## config.mk

```make
export PLATFORM = sky130hd
export DESIGN_NAME = qspi_target_resp_flat
export DESIGN_NICKNAME = d
export VERILOG_FILES = /design/src/rtl/qspi_target_resp_pkg.sv /design/src/rtl/qspi_target_resp_if.sv /design/src/rtl/qspi_target_resp_sync_edge.sv /design/src/rtl/qspi_target_resp.sv /design/src/flat_wrapper.sv
export SDC_FILE = /design/constraint.sdc
export NUM_CORES = 2
export LEC_CHECK = 0
export ABC_AREA = 1
export CAP_MARGIN = 0
export CORE_MARGIN = 2
export CORE_UTILIZATION = 60
export CTS_BUF_LIST = sky130_fd_sc_hd__clkbuf_8 sky130_fd_sc_hd__clkbuf_16
export CTS_CLUSTER_SIZE = 8
export DETAILED_ROUTE_END_ITERATION = 16
export GPL_ROUTABILITY_DRIVEN = 0
export HOLD_SLACK_MARGIN = 0.03
export PLACE_DENSITY = 0.76
export SLEW_MARGIN = 20
export SYNTH_ARGS = -nofsm -noshare
export SYNTH_HDL_FRONTEND = slang
export SYNTH_SLANG_ARGS = --single-unit
```

## constraint.sdc

```tcl
create_clock -name clk -period 8.2 [get_ports clk]
set_input_delay 1.64 -clock clk [delete_from_list [all_inputs] [get_ports clk]]
set_output_delay 1.64 -clock clk [all_outputs]
set_load 0.005 [all_outputs]
```

## src/rtl/qspi_target_resp_pkg.sv

```systemverilog
// -----------------------------------------------------------------------------
// qspi_pkg
// Shared definitions for the quad-SPI target responder.
//   - Opcode constants for the recognized commands.
//   - FSM state encoding.
//   - Nibble counts for the opcode and address phases.
// No ports (package).
// -----------------------------------------------------------------------------
package qspi_pkg;

  localparam logic [7:0] OP_WRITE     = 8'h02;
  localparam logic [7:0] OP_READ      = 8'h03;
  localparam logic [7:0] OP_FAST_READ = 8'h0B;
  localparam logic [7:0] OP_ERASE     = 8'h20;

  localparam int OP_NIBBLES   = 2;
  localparam int ADDR_NIBBLES = 6;

  typedef enum logic [2:0] {
    ST_IDLE   = 3'd0,
    ST_OPCODE = 3'd1,
    ST_ADDR   = 3'd2,
    ST_DUMMY  = 3'd3,
    ST_WDATA  = 3'd4,
    ST_RDATA  = 3'd5,
    ST_IGNORE = 3'd6,
    ST_ERASE  = 3'd7
  } qspi_state_e;

endpackage

```

## src/rtl/qspi_target_resp_if.sv

```systemverilog
// -----------------------------------------------------------------------------
// qspi_target_resp_if
// Bus-side bundle of the quad-SPI link between a controller and this target.
//   CS     : chip select, active low (controller -> target)
//   SCLK   : serial clock, mode 0 (controller -> target)
//   io_i   : IO[3:0] as seen on the bus (controller -> target)
//   io_o   : IO[3:0] value the target drives during read data
//   io_oe  : target output enable; the top level builds the tri-state
// Modports: slave (the target), master (the controller / bench).
// -----------------------------------------------------------------------------
interface qspi_target_resp_if;
  logic       CS;
  logic       SCLK;
  logic [3:0] io_i;
  logic [3:0] io_o;
  logic       io_oe;

  modport slave  (input  CS, SCLK, io_i, output io_o, io_oe);
  modport master (output CS, SCLK, io_i, input  io_o, io_oe);
endinterface

```

## src/rtl/qspi_target_resp_sync_edge.sv

```systemverilog
// -----------------------------------------------------------------------------
// qspi_sync_edge
// Brings CS, SCLK and IO into the system clock domain and derives edge pulses.
//   clk, reset_n      : system clock, asynchronous active-low reset
//   i_cs, i_sclk, i_io: raw bus inputs
//   o_cs, o_io        : synchronized CS level and IO nibble
//   o_sclk_rise/fall  : one-clk SCLK edge pulses, only while synced CS is low
//   o_cs_fall/rise    : one-clk CS edge pulses
// IO goes through the same number of stages as SCLK, so o_io is aligned with
// the rise pulse that samples it.
// -----------------------------------------------------------------------------
module qspi_sync_edge #(
  parameter int SYNC_STAGES = 2
) (
  input  logic       clk,
  input  logic       reset_n,
  input  logic       i_cs,
  input  logic       i_sclk,
  input  logic [3:0] i_io,
  output logic       o_cs,
  output logic [3:0] o_io,
  output logic       o_sclk_rise,
  output logic       o_sclk_fall,
  output logic       o_cs_fall,
  output logic       o_cs_rise
);

  logic [SYNC_STAGES-1:0] r_cs_sync;
  logic [SYNC_STAGES-1:0] r_sclk_sync;
  logic [3:0]             r_io_sync [SYNC_STAGES];
  logic                   r_cs_prev;
  logic                   r_sclk_prev;
  logic                   w_cs;
  logic                   w_sclk;

  always_ff @(posedge clk or negedge reset_n) begin
    if (!reset_n) begin
      r_cs_sync   <= '1;
      r_sclk_sync <= '0;
      r_cs_prev   <= 1'b1;
      r_sclk_prev <= 1'b0;
      for (int i = 0; i < SYNC_STAGES; i++) r_io_sync[i] <= 4'h0;
    end else begin
      r_cs_sync[0]   <= i_cs;
      r_sclk_sync[0] <= i_sclk;
      r_io_sync[0]   <= i_io;
      for (int i = 1; i < SYNC_STAGES; i++) begin
        r_cs_sync[i]   <= r_cs_sync[i-1];
        r_sclk_sync[i] <= r_sclk_sync[i-1];
        r_io_sync[i]   <= r_io_sync[i-1];
      end
      r_cs_prev   <= w_cs;
      r_sclk_prev <= w_sclk;
    end
  end

  assign w_cs   = r_cs_sync[SYNC_STAGES-1];
  assign w_sclk = r_sclk_sync[SYNC_STAGES-1];

  assign o_cs        = w_cs;
  assign o_io        = r_io_sync[SYNC_STAGES-1];
  // SCLK activity while deselected is not ours to act on.
  assign o_sclk_rise = w_sclk & ~r_sclk_prev & ~w_cs;
  assign o_sclk_fall = ~w_sclk & r_sclk_prev & ~w_cs;
  assign o_cs_fall   = ~w_cs & r_cs_prev;
  assign o_cs_rise   = w_cs & ~r_cs_prev;

endmodule

```

## src/rtl/qspi_target_resp.sv

```systemverilog
// -----------------------------------------------------------------------------
// qspi_target_resp
// Quad-SPI flash-like target: decodes opcode/address/dummy phases from an
// oversampled bus and serves quad reads from / writes to a local byte memory.
// Commands: 0x02 write, 0x03 read, 0x0B fast read (DUMMY_CYCLES dummy clocks).
// Optional build macro QSPI_TARGET_ERASE_EN adds opcode 0x20 (erase all to
// 0xFF after CS rises, one byte per clk).
// Ports:
//   clk, reset_n : system clock (>= 8x SCLK), asynchronous active-low reset
//   bus          : qspi_target_resp_if.slave (CS, SCLK, io_i, io_o, io_oe)
//   busy         : state is not IDLE
//   cmd_done     : one-clk pulse when a recognized command completes
//   last_opcode  : opcode of the most recent command
//   bad_opcode   : sticky flag for an unknown opcode, cleared only by reset
// -----------------------------------------------------------------------------
module qspi_target_resp
  import qspi_pkg::*;
#(
  parameter int MEM_DEPTH    = 256,
  parameter int DUMMY_CYCLES = 2,
  parameter int SYNC_STAGES  = 2
) (
  input  logic                     clk,
  input  logic                     reset_n,
  qspi_target_resp_if.slave        bus,
  output logic                     busy,
  output logic                     cmd_done,
  output logic [7:0]               last_opcode,
  output logic                     bad_opcode
);

  localparam int AW = $clog2(MEM_DEPTH);

  logic        w_cs;
  logic [3:0]  w_io;
  logic        w_sclk_rise;
  logic        w_sclk_fall;
  logic        w_cs_fall;
  logic        w_cs_rise;

  qspi_state_e r_state;
  qspi_state_e w_state_nxt;

  logic [7:0]    r_cnt;
  logic [3:0]    r_op_hi;
  logic [7:0]    w_op_full;
  logic          w_op_known;
  logic          w_op_done;
  logic          w_addr_done;
  logic          w_dummy_done;
  logic          w_erase_done;
  logic [AW-1:0] r_addr;
  logic [3:0]    r_whi;
  logic          r_wr_lo;
  logic          r_rd_lo;
  logic          r_cmd_ok;
  logic [AW-1:0] r_erase_cnt;
  logic [3:0]    r_io_o;
  logic          r_io_oe;
  logic          r_cmd_done;
  logic [7:0]    r_last_opcode;
  logic          r_bad_opcode;
`ifdef QSPI_TARGET_ERASE_EN
  logic          r_erase_pend;
`endif

  logic [7:0]    r_mem [MEM_DEPTH];
  logic          w_we;
  logic [AW-1:0] w_waddr;
  logic [7:0]    w_wdata;
  logic [7:0]    w_rbyte;

  qspi_sync_edge #(.SYNC_STAGES(SYNC_STAGES)) u_sync (
    .clk         (clk),
    .reset_n     (reset_n),
    .i_cs        (bus.CS),
    .i_sclk      (bus.SCLK),
    .i_io        (bus.io_i),
    .o_cs        (w_cs),
    .o_io        (w_io),
    .o_sclk_rise (w_sclk_rise),
    .o_sclk_fall (w_sclk_fall),
    .o_cs_fall   (w_cs_fall),
    .o_cs_rise   (w_cs_rise)
  );

  // The opcode is complete on its second nibble, before it is registered.
  assign w_op_full    = {r_op_hi, w_io};
  assign w_op_done    = (r_state == ST_OPCODE) && w_sclk_rise && (r_cnt == 8'(OP_NIBBLES - 1));
  assign w_addr_done  = (r_state == ST_ADDR)   && w_sclk_rise && (r_cnt == 8'(ADDR_NIBBLES - 1));
  assign w_dummy_done = (r_state == ST_DUMMY)  && w_sclk_rise && (r_cnt == 8'(DUMMY_CYCLES - 1));
  assign w_erase_done = (r_state == ST_ERASE)  && (r_erase_cnt == AW'(MEM_DEPTH - 1));

  always_comb begin
    w_op_known = 1'b0;
    case (w_op_full)
      OP_WRITE, OP_READ, OP_FAST_READ: w_op_known = 1'b1;
`ifdef QSPI_TARGET_ERASE_EN
      OP_ERASE:                        w_op_known = 1'b1;
`endif
      default:                         w_op_known = 1'b0;
    endcase
  end

  // State register
  always_ff @(posedge clk or negedge reset_n) begin
    if (!reset_n) r_state <= ST_IDLE;
    else          r_state <= w_state_nxt;
  end

  // Next state. An erase in progress runs to completion regardless of CS;
  // otherwise CS rising always returns to IDLE.
  always_comb begin
    w_state_nxt = r_state;
    if (r_state == ST_ERASE) begin
      if (w_erase_done) w_state_nxt = w_cs ? ST_IDLE : ST_IGNORE;
    end else if (w_cs_rise) begin
`ifdef QSPI_TARGET_ERASE_EN
      w_state_nxt = r_erase_pend ? ST_ERASE : ST_IDLE;
`else
      w_state_nxt = ST_IDLE;
`endif
    end else begin
      case (r_state)
        ST_IDLE:   if (w_cs_fall) w_state_nxt = ST_OPCODE;
        ST_OPCODE: if (w_op_done)
                     w_state_nxt = (w_op_known && (w_op_full != OP_ERASE)) ? ST_ADDR : ST_IGNORE;
        ST_ADDR:   if (w_addr_done) begin
                     case (r_last_opcode)
                       OP_WRITE:     w_state_nxt = ST_WDATA;
                       OP_READ:      w_state_nxt = ST_RDATA;
                       default:      w_state_nxt = (DUMMY_CYCLES == 0) ? ST_RDATA : ST_DUMMY;
                     endcase
                   end
        ST_DUMMY:  if (w_dummy_done) w_state_nxt = ST_RDATA;
        default:   ;
      endcase
    end
  end

  // Single memory write port shared by WDATA and erase.
  always_comb begin
    w_we    = 1'b0;
    w_waddr = r_addr;
    w_wdata = {r_whi, w_io};
    if (r_state == ST_ERASE) begin
      w_we    = 1'b1;
      w_waddr = r_erase_cnt;
      w_wdata = 8'hFF;
    end else if ((r_state == ST_WDATA) && w_sclk_rise && r_wr_lo && !w_cs_rise) begin
      w_we = 1'b1;
    end
  end

  always_ff @(posedge clk) begin
    if (w_we) r_mem[w_waddr] <= w_wdata;
  end

  assign w_rbyte = r_mem[r_addr];

  // Phase counters, address, read/write nibble tracking and status flags
  always_ff @(posedge clk or negedge reset_n) begin
    if (!reset_n) begin
      r_cnt         <= 8'h00;
      r_op_hi       <= 4'h0;
      r_addr        <= '0;
      r_whi         <= 4'h0;
      r_wr_lo       <= 1'b0;
      r_rd_lo       <= 1'b0;
      r_cmd_ok      <= 1'b0;
      r_erase_cnt   <= '0;
      r_io_o        <= 4'h0;
      r_io_oe       <= 1'b0;
      r_cmd_done    <= 1'b0;
      r_last_opcode <= 8'h00;
      r_bad_opcode  <= 1'b0;
`ifdef QSPI_TARGET_ERASE_EN
      r_erase_pend  <= 1'b0;
`endif
    end else begin
      r_cmd_done <= 1'b0;

      if (w_state_nxt != r_state) r_cnt <= 8'h00;
      else if (w_sclk_rise)       r_cnt <= r_cnt + 8'd1;

      if ((r_state == ST_IDLE) && w_cs_fall) begin
        r_cmd_ok <= 1'b0;
        r_wr_lo  <= 1'b0;
        r_rd_lo  <= 1'b0;
      end

      if ((r_state == ST_OPCODE) && w_sclk_rise) r_op_hi <= w_io;

      if (w_op_done) begin
        r_last_opcode <= w_op_full;
        if (!w_op_known) r_bad_opcode <= 1'b1;
      end

      if ((r_state == ST_ADDR) && w_sclk_rise) r_addr <= AW'({r_addr, w_io});
      if (w_addr_done) r_cmd_ok <= 1'b1;

      // First nibble of a byte is held; the pair is written on the second.
      if ((r_state == ST_WDATA) && w_sclk_rise) begin
        r_wr_lo <= ~r_wr_lo;
        if (!r_wr_lo) r_whi  <= w_io;
        else          r_addr <= r_addr + AW'(1);
      end

      if ((r_state == ST_RDATA) && w_sclk_fall) begin
        r_io_oe <= 1'b1;
        r_rd_lo <= ~r_rd_lo;
        if (r_rd_lo) begin
          r_io_o <= w_rbyte[3:0];
          r_addr <= r_addr + AW'(1);
        end else begin
          r_io_o <= w_rbyte[7:4];
        end
      end

      if (w_cs_rise && (r_state != ST_ERASE)) begin
        r_io_oe    <= 1'b0;
        r_cmd_done <= r_cmd_ok;
        r_cmd_ok   <= 1'b0;
      end

      if (r_state == ST_ERASE) r_erase_cnt <= r_erase_cnt + AW'(1);
      else                     r_erase_cnt <= '0;

      // A frame started while erasing was never decoded; flag it as bad.
      if (w_erase_done) begin
        r_cmd_done <= 1'b1;
        if (!w_cs) r_bad_opcode <= 1'b1;
      end

`ifdef QSPI_TARGET_ERASE_EN
      if (w_op_done && (w_op_full == OP_ERASE)) r_erase_pend <= 1'b1;
      if (w_cs_rise)                            r_erase_pend <= 1'b0;
`endif
    end
  end

  assign bus.io_o    = r_io_o;
  assign bus.io_oe   = r_io_oe;
  assign busy        = (r_state != ST_IDLE);
  assign cmd_done    = r_cmd_done;
  assign last_opcode = r_last_opcode;
  assign bad_opcode  = r_bad_opcode;

endmodule

```

## src/flat_wrapper.sv

```systemverilog
// flat-port wrapper written by rule: the top's interface ports become plain ports
module qspi_target_resp_flat import qspi_pkg::*;
#(
  parameter int MEM_DEPTH    = 256,
  parameter int DUMMY_CYCLES = 2,
  parameter int SYNC_STAGES  = 2
)
  (clk, reset_n, busy, cmd_done, last_opcode, bad_opcode, bus_CS, bus_SCLK, bus_io_i, bus_io_o, bus_io_oe);
  qspi_target_resp_if bus_i ();
  input  logic clk;
  input  logic reset_n;
  output logic busy;
  output logic cmd_done;
  output logic [7:0] last_opcode;
  output logic bad_opcode;
  input wire logic [$bits(bus_i.CS)-1:0] bus_CS;
  input wire logic [$bits(bus_i.SCLK)-1:0] bus_SCLK;
  input wire logic [$bits(bus_i.io_i)-1:0] bus_io_i;
  output wire logic [$bits(bus_i.io_o)-1:0] bus_io_o;
  output wire logic [$bits(bus_i.io_oe)-1:0] bus_io_oe;
  assign bus_i.CS = bus_CS;
  assign bus_i.SCLK = bus_SCLK;
  assign bus_i.io_i = bus_io_i;
  assign bus_io_o = bus_i.io_o;
  assign bus_io_oe = bus_i.io_oe;
  qspi_target_resp #(.MEM_DEPTH(MEM_DEPTH), .DUMMY_CYCLES(DUMMY_CYCLES), .SYNC_STAGES(SYNC_STAGES)) u_core (.clk(clk), .reset_n(reset_n), .bus(bus_i), .busy(busy), .cmd_done(cmd_done), .last_opcode(last_opcode), .bad_opcode(bad_opcode));
endmodule
```

### Word level (Yosys, flattened, before mapping)

Memories as Yosys holds them, arrays and structs flattened.
Cells that the tools add are included.

* memories kept: 1
* RAM bits: 2048
* word-level logic and storage cells: 117
* flip-flop bits (word level): 67
* bits of input ports: 8
* output and inout bits: 16

Memories
* u_core.r_mem: depth 256, bits a word 8, read ports 1, clocked after memory_dff 0, wr ports 1, line qspi_target_resp.sv:67 `logic [7:0] r_mem [MEM_DEPTH];`

* mux-type cells: 40
* bitwise logic cells: 12
* add/sub/neg operators: 3
* reductions and logical operators: 24
* equality and inequality tests: 17

Operator list (number)
* $mux 8: 10
* $eq 8x2->1 const B: 4
* $mux 3: 9
* $add 8x1->8 const B: 3
* $mux 1: 18
* $logic_and 1x1->1: 14
* $pmux 3 s4: 1
* $eq 3x3->1 const B: 3
* $eq 8x1->1 const B: 1
* $eq 8x3->1 const B: 1
* $eq 8x4->1 const B: 1
* $eq 8x8->1 const B: 1
* $ne 8x6->1 const B: 1
* $reduce_bool 2->1: 4
* $and 1x1->1: 6
* $eq 3x2->1 const B: 2
* $not 1->1: 6
* $pmux 3 s2: 1
* $reduce_bool 3->1: 2
* $mux 4: 1
* $eq 3x1->1 const B: 1
* $logic_not 3->1: 1
* $ne 3x3->1: 1
* $ne 3x3->1 const B: 1
* 3 further kinds: 3

### Longest topological paths before layout

* depth after elaboration: 11
* mapped depth: 16
* depth with buffers taken out: 13

### Modules after synthesis

Synthesis repeated with hierarchy kept, for this count alone.

* cells, all modules: 7514
* area, all modules: 86090.1 µm²

By module, submodules not included
* qspi_target_resp: area each 85669.7 µm², sequential area each 62825.3 µm², cells an instance 7487, times used 1
* qspi_sync_edge: area each 420.4 µm², sequential area each 354.1 µm², cells an instance 27, times used 1

### Worst setup path before layout

Ideal clock, no wire load.

* kind: register to register
* from: register u_core.r_state[2]
* to: memory u_core.r_mem[0][2] (data pin)
* data required time: 7.380 ns
* library setup time: 0.820 ns
* path slack: 3.284 ns
* stages on the path, launching flop included: 7
* arrival: 4.096 ns
* period minus slack after synthesis: 4.916 ns
* path buffers: 2
* path through: dfrtp_1 -> inv_2 -> nor2_4 -> inv_2 -> buf_6 -> buf_1 -> nand2_1

* cells in the longest elaborated chain, start to end: 2

RTL lines
* start, declared: line qspi_target_resp.sv:41 `qspi_state_e r_state;`
* start signal, assigned: line qspi_target_resp.sv:108 `else r_state <= w_state_nxt;`
* $eq 3x3->1: line qspi_target_resp.sv:146 `if (r_state == ST_ERASE) begin`
* $mux 8: line qspi_target_resp.sv:146
* net u_core.w_wdata[2]: line qspi_target_resp.sv:70 `logic [7:0] w_wdata;`
* end, declared: line qspi_target_resp.sv:67

The timed path passes the listed nets, and every way through them passes these cells.

### Worst setup path in the final report

* from: register u_core.r_addr[3]
* to: memory u_core.r_mem[72][3], enable pin

* cells in the longest elaborated chain, start to end: 1

RTL lines
* start, declared: line qspi_target_resp.sv:52 `logic [AW-1:0] r_addr;`
* start signal, assigned: line qspi_target_resp.sv:199 `if ((r_state == ST_ADDR) && w_sclk_rise) r_addr <= AW'({r_addr, w_io});`
* start signal, assigned: line qspi_target_resp.sv:206 `else r_addr <= r_addr + AW'(1);`
* start signal, assigned: line qspi_target_resp.sv:214 `r_addr <= r_addr + AW'(1);`
* $mux 8: line qspi_target_resp.sv:146

No other way between the ends.

==> metrics.yaml <==
tightest_slew_ns: 1.26
fill_cells: 9724
max-cap-violations: 0
cts_buffers: 314
io_pins: 24
drt_pass1_iterations: 7
synth-edff-count: 2048
rsz0062_at_grt: "no"
tritoncts: "yes"
drt_iter0_drc: 9676
outcome: "finished, final reports clean"
powerDensity_mw_per_mm2: 273
yosysWarnings: 0
areaGrowthSynthToFinish_pct: 11.3
syn-cell-area_mm2: 0.0861
wl_met1_mm: 84.3
wl_mm: 230
post_cts_buffers: 0
final_common_cell: "nand2_1"
dr_wl_met3_mm: 27.0
die_x_um: 383
ant_nets: 0
dieArea_mm2: 0.147
hold_class: "reg2reg"
synth.largest_area_cell: "edfxtp_1"
power_mw: 26.2
drc: 0
worstSkewPairLatency_ns: 0.92
syn_area_per_cell_um2: 11.7
synth_area_leaders: "edfxtp_1 71%, nand3_1 12%, nand2_1 9.7%"
worstRegToRegCells: 7
cp_max_fo: 70
cts_resized: 0
mappedNetlistNets: 7355
p_leak_nw: 34.6
fmaxAchievable_ghz: 0.208
grt_pass1_vias: 57300
reg2reg_to: "u_core.r_mem[72][3]"
clock_skew_ns: 0.0641
viasPerCell: 6.41
regToRegSetupSlack_ns: 3.40
dp_hpwl_mm: 122
min_to: "u_core.u_sync.o_io[1]"
hold_viol: 0
register_area_mm2: 0.0632
gr-usage-all-layers_pct: 31.3
coreArea_mm2: 0.143
drive_gt1_share_pct: 6.86
rows: 139
hold_depth: 0
final.setup.tns_ns: 0
initial_core_util_pct: 60.2
htree_levels: 5
ir_drop_mv: 0.273
critPathLaunch: "u_core.r_addr[3]"
hold_path_startpoint: "u_core.u_sync.r_io_sync[5]"
r2r-start: "u_core.r_addr[3]"
highest_layer: "met5"
cp-end-kind: "flop"
most-common-layout-cells: "2217 x nand2_1, 2048 x edfxtp_1, 2023 x nand3_1"
finalCritPeriodShare_pct: 58.6
clock-root-buffer: "clkbuf_16"
syn_inst: 7343
synthArstFlopShare_pct: 3.17
overflow: 0
setup_viol: 0
cp-start-kind: "flop"
hold_buffers: 0
die_y_um: 383
worstSetupPathType: "reg2reg"
vias: 59200
port_buffers: 23
multi_input_area_mm2: 0.0207
clock_sinks: 2115
max_slew_margin_pct: 16.0
antenna_found_initial: 1
arrival_ns: 5.28
ys_seq_area_share_pct: 73.4
clockBufferDepth: 4
ys_seq_elements: 2115
synth_cell_types: 44
path_clk_slew_ns: 0.05
fin_crit_ns: 4.80
drv_slew: 0
grt_max_degree: 210
cp.required_ns: 8.68
met2_length_mm: 108
drt-wirelength-per-cell_um: 24.9
synth-main-ff-cell: "edfxtp_1"
synth_top_cell_area_share_pct: 71.4
grt_pass1_wl_mm: 347
fin_nets: 7269
-- Yosys cell counts, types with 6 or more instances --
library cell  count
nand2_1        2225
edfxtp_1       2048
nand3_1        2023
clkbuf_1        285
nor2_1          257
buf_2           133
buf_1            67
dfrtp_1          64
inv_1            51
nor2_2           48
o21ai_0          25
inv_2            11
a21oi_1          10
nor3_1            9
xor2_1            8
nor4_1            6
o211ai_1          6
-- registers in the layout, indices dropped and copies added, names as in the netlist, 4 cells and up --
name / count
u_core.u_sync.r_io_sync: 4
u_core.r_addr: 8
u_core.r_op_hi: 4
u_core.r_cnt: 8
u_core.r_mem: 2048
u_core.last_opcode: 8
u_core.r_whi: 4
u_core.u_sync.o_io: 4
u_core.r_erase_cnt: 8
u_core.bus.io_o: 4
-- power breakdown --
part	switching (mW)	internal (mW)	total (mW)	leakage (nW)
registers	0.121	11.9	12.0	21.5
logic	2.29	0.750	3.04	8.82
clock network	4.26	6.86	11.1	4.27
total	6.67	19.5	26.2	34.6
-- kinds of logic after synthesis --
family / Yosys count / synth area share [%]
and+or+nand+nor: 4599 / 23.4
xor gates and xnor gates: 9 / 0.0915
AOI/OAI and AO/OA: 58 / 0.452
DFF: 2115 / 73.4
buffers and inverters: 558 / 2.67
adders and majority gates: 4 / 0.0581
-- layout make-up --
cell class                      count  area share, %
Clock buffer                      322           8.41
Inverter                           67          0.289
Clock inverter                     57          0.248
Sequential cell                  2115           65.9
Multi-Input combinational cell   4670           21.6
Antenna cell                        6         0.0157
Timing Repair Buffer               89           1.02
Tap cell                         1903           2.48
-- worst max path at each step --
| stage | end | slack [ns] |
|---|---|---|
| 6_report | u_core.r_mem[72][3] | 3.40 |
| 5_1_grt | u_core.r_mem[72][2] | 3.39 |
| 4_1_cts | u_core.r_mem[72][7] | 3.60 |
| 3_5_place_dp | u_core.r_mem[72][2] | 3.64 |
| 3_3_place_gp | u_core.r_mem[73][1] | 3.73 |
| 2_1_floorplan | u_core.r_mem[0][2] | 3.28 |
-- stage by stage --
| step | util (%) | instances | hold slack, ns | setup slack (ns) | instance area (µm²) |
|---|---|---|---|---|---|
| detailed placement | 61.2 | 8843 | 0.339 | 3.64 | 87500 |
| global placement | 61.2 | 8843 | 0.332 | 3.73 | 87500 |
| floorplan | - | 7343 | 0.331 | 3.28 | 86100 |
| global route | 67.0 | 9223 | 0.349 | 3.39 | 95800 |
| finish | 67.0 | 9229 | 0.343 | 3.40 | 95800 |
| CTS | 67.0 | 9222 | 0.347 | 3.60 | 95800 |
-- critical path, cell delays in order (launching register included) --
cell     delay, ns
dfrtp_4       1.18
inv_4         0.48
o21ai_2       0.55
nand2_1       0.10
nor2_1        0.35
nand2_2       0.47
buf_4         0.41
nor2_1        0.80
-- routing by layer --
| metal | GRT usage (%) | up-vias |
|---|---|---|
| li1 | - | 25700 |
| met4 | 14.8 | 2 |
| met1 | 43.2 | 28500 |
| met3 | 6.58 | 711 |
| met2 | 48.1 | 4290 |
| met5 | 0 | - |
Note: power is estimated with default switching activity, not from simulation.
